<file path="src/rtl/capture_upsizer_deadlock_reporter.sv">
// capture_upsizer_deadlock_reporter: persistence filter on the HLS
// deadlock monitor block flag, with sticky report, irq and debug counters.
module capture_upsizer_deadlock_reporter #(
  parameter int NUM_CH         = 2,
  parameter int INFO_W         = 2 * NUM_CH,
  parameter int PERSIST_CYCLES = 1024,
  parameter int CNT_W          = 32,
  parameter int EVT_W          = 16
) (
  input  logic              clock,
  input  logic              reset_n,
  input  logic              block,
  input  logic [INFO_W-1:0] block_info,
  input  logic              ack,
  output logic              deadlock,
  output logic [INFO_W-1:0] deadlock_info,
  output logic              irq,
  output logic [EVT_W-1:0]  event_count,
  output logic [CNT_W-1:0]  peak_stall
);

  typedef enum logic [1:0] {
    S_IDLE,
    S_WATCH,
    S_REPORT,
    S_HOLDOFF
  } state_t;

  localparam logic [CNT_W-1:0] LP_PERSIST = CNT_W'(PERSIST_CYCLES);
  localparam logic [CNT_W-1:0] LP_RUN_MAX = '1;
  localparam logic [EVT_W-1:0] LP_EVT_MAX = '1;

  state_t            r_state;
  state_t            w_state_nxt;
  logic [CNT_W-1:0]  r_run;
  logic [CNT_W-1:0]  w_run_nxt;
  logic [CNT_W-1:0]  r_peak;
  logic [EVT_W-1:0]  r_evt;
  logic [INFO_W-1:0] r_info;
  logic              r_deadlock;
  logic              r_irq;
  logic              w_hit;
  logic              w_enter;

  // Length of the current stall run, saturating, as of this edge.
  always_comb begin
    w_run_nxt = '0;
    if (block) begin
      if (r_run == LP_RUN_MAX) w_run_nxt = r_run;
      else w_run_nxt = r_run + CNT_W'(1);
    end
  end

  assign w_hit = block && (w_run_nxt == LP_PERSIST);

  // Next-state decode; w_enter marks the REPORT-entry edge.
  always_comb begin
    w_state_nxt = r_state;
    w_enter     = 1'b0;
    unique case (r_state)
      S_IDLE: begin
        if (block) begin
          if (w_hit) begin
            w_state_nxt = S_REPORT;
            w_enter     = 1'b1;
          end else begin
            w_state_nxt = S_WATCH;
          end
        end
      end
      S_WATCH: begin
        if (!block) begin
          w_state_nxt = S_IDLE;
        end else if (w_hit) begin
          w_state_nxt = S_REPORT;
          w_enter     = 1'b1;
        end
      end
      S_REPORT: begin
        if (ack) w_state_nxt = block ? S_HOLDOFF : S_IDLE;
      end
      S_HOLDOFF: begin
        if (!block) w_state_nxt = S_IDLE;
      end
      default: w_state_nxt = S_IDLE;
    endcase
  end

  // State, counters, snapshot and registered outputs.
  always_ff @(posedge clock) begin
    if (!reset_n) begin
      r_state    <= S_IDLE;
      r_run      <= '0;
      r_peak     <= '0;
      r_evt      <= '0;
      r_info     <= '0;
      r_deadlock <= 1'b0;
      r_irq      <= 1'b0;
    end else begin
      r_state    <= w_state_nxt;
      r_run      <= w_run_nxt;
      r_deadlock <= (w_state_nxt == S_REPORT);
      r_irq      <= w_enter;
      if (w_run_nxt > r_peak) r_peak <= w_run_nxt;
      if (w_enter) begin
        r_info <= block_info;
        if (r_evt != LP_EVT_MAX) r_evt <= r_evt + EVT_W'(1);
      end
    end
  end

  assign deadlock      = r_deadlock;
  assign deadlock_info = r_info;
  assign irq           = r_irq;
  assign event_count   = r_evt;
  assign peak_stall    = r_peak;

endmodule

</file>
<file path="config.mk">
export PLATFORM = sky130hd
export DESIGN_NAME = capture_upsizer_deadlock_reporter
export DESIGN_NICKNAME = d
export VERILOG_FILES = /design/src/rtl/capture_upsizer_deadlock_reporter.sv
export SDC_FILE = /design/constraint.sdc
export NUM_CORES = 1
export LEC_CHECK = 0
export ABC_AREA = 1
export CAP_MARGIN = 10
export CORE_UTILIZATION = 57
export DETAILED_ROUTE_END_ITERATION = 10
export PLACE_DENSITY_LB_ADDON = 0.3
export SLEW_MARGIN = 20
export SYNTH_ARGS = -nofsm -noshare
export SYNTH_HDL_FRONTEND = slang
export SYNTH_SLANG_ARGS = --single-unit
</file>
<file path="constraint.sdc">
create_clock -name clock -period 4.35 [get_ports clock]
set_input_delay 0.435 -clock clock [delete_from_list [all_inputs] [get_ports clock]]
set_output_delay 0.435 -clock clock [all_outputs]
set_load 0.02 [all_outputs]
</file>
==> results.yml <==
clock_network:
  numCtsBuffers: 9
  clk_pin_slew_ns: 0.09
  cts_tree: "done"
  clockBufferDepth: 2
  cts-root-buf: "clkbuf_8"
  cts_hold_buf: 0
  cts_sinks: 88
  postCtsSetupBuffers: 0
  clock_latency_ns: 0.37
  h-tree-depth: 3
timing:
  max-slew-margin-rel_pct: 38.6
  finalSetupTns_ns: 0
  clock.fmax_mhz: 248
  drv_slew: 0
  setup_ws_ns: 0.324
  layout_worst_path_cycle_share_pct: 92.6
  final_hold_viol_count: 0
  setup-violations-final: 0
  period_minus_slack_ns: 4.03
  fin_skew_ns: 0.0104
  rsz0062_at_grt: "no"
  worst_pin_slew_ns: 0.919
place:
  gp_congestion: 0.987
  port_buffers: 61
  dp_slack_ns: 0.181
  dpl.hpwl_um: 11400
  dpl-instance-area_um2: 6430
worst_setup_path:
  r2r_cells: 20
  worstReg2RegStart: "r_run[0]$_SDFF_PN0_"
  cp-start-kind: "flip-flop"
  critical_path.cell_chain: "ha_1, inv_2, nor2_4, nand2_4, nor2_8, nand2_4, nand3_1, nand2_1, inv_1, ha_1, nand2_1, nor2_1, nand4_1, nor4_4, nand2_1, nand2_2, buf_4, nand3_1, nand2_1, nor2_1"
  cpMostUsedCell: "nand2_1"
  critical-path-slowest-cell: "dfxtp_1"
  max_stage_delay_ns: 0.47
  crit_family: "simple AND/OR/NAND/NOR gates"
  endpoint_kind: "flip-flop"
  r2r-end: "peak_stall[13]$_SDFFE_PN0N_"
  criticalPathCategory: "reg -> reg"
  arrival_ns: 4.29
  cp_max_fo: 40
  cp.required_ns: 4.61
  crit_buf_inv: 3
  worst-r2r-setup-slack_ns: 0.32
floorplan:
  rows: 36
  core_um2: 9730
  ioPinCount: 62
  die_w_um: 102
  start_util_pct: 58.6
  die_area_um2: 10400
  dieHeight_um: 102
global_routing:
  grt_pass1_wl_um: 24900
  grt_max_degree: 55
  track_usage_pct: 30.7
  grt_overflow_total: 0
  grt_antenna_before_repair: 0
  grt_pass1_vias: 5202
synthesis:
  ys_ff_latch: 88
  synth.distinct_cells: 31
  synth_area_um2: 5710
  ys_seq_area_share_pct: 30.9
  synth_fp_nets: 951
  yosys_warnings: 0
  syn_avg_cell_area_um2: 6.28
  syn_inst: 909
pwr:
  pwr-share-seq_pct: 40.5
  p_leak_nw: 3.00
  pwr_density_cell_nw_per_um2: 329
  ir_drop_v: 0.000296
  pwr-share-clk_pct: 29.0
  p_sw_share_pct: 33.8
  pwr-share-comb_pct: 30.5
  p_int_w: 0.00145
  power_switching_w: 0.000744
flow_run:
  drv_cap: 0
final_layout:
  fin_util_pct: 68.6
  layout-drive-gt1-share_pct: 5.81
  nets: 1001
  syn_to_final_growth_pct: 17.0
  final_cell_area_um2: 6680
  n_antenna_cell: 0
route:
  wl_per_cell_um: 13.9
  viasPerCell: 5.35
  vias: 5867
  ant_nets: 0
  drc_errors: 0
  drtIter0Drc: 429
  drtPass1Iterations: 6
  drt-total-wl_um: 15300
worst_hold_path:
  worstHoldPathCells: 2
  hold_end: "deadlock_info[2]$_SDFFE_PN0P_"
  min_from: "deadlock_info[2]$_SDFFE_PN0P_"
  hp-class: "reg -> reg"
run_status:
  status: "finished, final reports clean"
-- worst min-delay path: stages (launching register included) --
cell,delay (ns)
dfxtp_1,0.32
nand2_1,0.06
a21oi_1,0.05
-- flip-flops by register name (all words and copies together), names as in the netlist --
name / cells
deadlock: 1
deadlock_info: 4
event_count: 16
irq: 1
peak_stall: 32
r_run: 32
r_state: 2
-- worst max-delay path by stage --
stage / from / endpoint / slack, ns / depth (start not counted)
2_1_floorplan: r_run[0]$_SDFF_PN0_ / peak_stall[10]$_SDFFE_PN0N_ / 1.20 / 24
3_3_place_gp: r_run[0]$_SDFF_PN0_ / peak_stall[11]$_SDFFE_PN0N_ / 0.20 / 18
3_5_place_dp: r_run[0]$_SDFF_PN0_ / peak_stall[6]$_SDFFE_PN0N_ / 0.18 / 18
4_1_cts: r_run[0]$_SDFF_PN0_ / peak_stall[6]$_SDFFE_PN0N_ / 0.14 / 18
5_1_grt: r_run[0]$_SDFF_PN0_ / peak_stall[9]$_SDFFE_PN0N_ / 0.07 / 20
6_report: r_run[0]$_SDFF_PN0_ / peak_stall[13]$_SDFFE_PN0N_ / 0.32 / 20
-- power by group through the flow --
stage / Sequential [W] / Clock, W / Combinational [W]
after global routing: 0.000897 / 0.000680 / 0.000753
after global placement: 0.000908 / 0 / 0.000631
after CTS: 0.000890 / 0.000642 / 0.000645
after floorplan: 0.000950 / 0 / 0.000406
after detailed placement: 0.000908 / 0 / 0.000641
final: 0.000889 / 0.000637 / 0.000671
-- cell families (layout without fill, tap and decap cells) --
logic type	after synthesis	in the layout	share of synthesized area, %
xor gates and xnor gates	17	17	2.61
and+or+nand+nor	539	539	41.1
AOI/OAI and AO/OA	88	88	7.92
adders and majority gates	34	34	7.46
DFF	88	88	30.9
buffers and inverters	143	198	10.0
-- through the flow --
| stage | instances | power [W] | hold WS [ns] |
|---|---|---|---|
| 3_3_place_gp | 1081 | 0.00154 | 0.457 |
| 5_1_grt | 1097 | 0.00233 | 0.513 |
| 6_report | 1097 | 0.00220 | 0.472 |
| 2_1_floorplan | 909 | 0.00136 | 0.545 |
| 3_5_place_dp | 1081 | 0.00155 | 0.462 |
| 4_1_cts | 1097 | 0.00218 | 0.478 |
-- final cells by class --
class | count | area (um2)
multi-input cells | 678 | 3410
clock inverters | 4 | 76.3
inverters | 110 | 413
repair buffers | 72 | 706
flip-flops and latches | 88 | 1760
clock buffers | 12 | 145
well taps | 133 | 166
fillers | 864 | 3050
-- cells in the final DEF, fill, tap and decap left out, drive strengths merged, types with 9 or more instances in the layout --
master	synthesis	layout
dfxtp	88	88
nand3	106	106
clkbuf	24	12
a21oi	70	70
buf	9	11
ha	34	34
clkdlybuf4s50	0	61
nor2	150	150
inv	110	111
xor2	14	14
nand4	12	12
nor3	9	9
nand2	249	249
o21ai	14	14
-- synth_stat cells (all sizes together) --
cell type	instances	share of area [%]
nand2	249	17
nor2	150	11
inv	110	7.2
nand3	106	9.6
dfxtp	88	31
a21oi	70	6.1
ha	34	7.5
clkbuf	24	1.6
o21ai	14	1.2
xor2	14	2.1
nand4	12	1.4
buf	9	1.2
nor3	9	0.79
nand3b	5	0.66
nor4	5	0.55
or2	3	0.33
xnor2	3	0.46
a211oi	2	0.26
a221oi	1	0.15
o21bai	1	0.13
-- timing repair --
| action | 4_1_cts | 5_1_grt |
|---|---|---|
| endpoints found under the setup margin | 0 | 32 |
| gates resized for setup | 0 | 4 |
| hold endpoints to repair | 0 | 0 |
-- metal layers --
layer,vias up,part of all wire [%],global-route usage [%]
li1,2990,-,-
met1,2630,46,41.1
met2,210,44,48.0
met3,37,6.8,5.75
met4,0,2.8,13.6
met5,-,0,0
No activity file was read; power rests on OpenSTA's default activity.
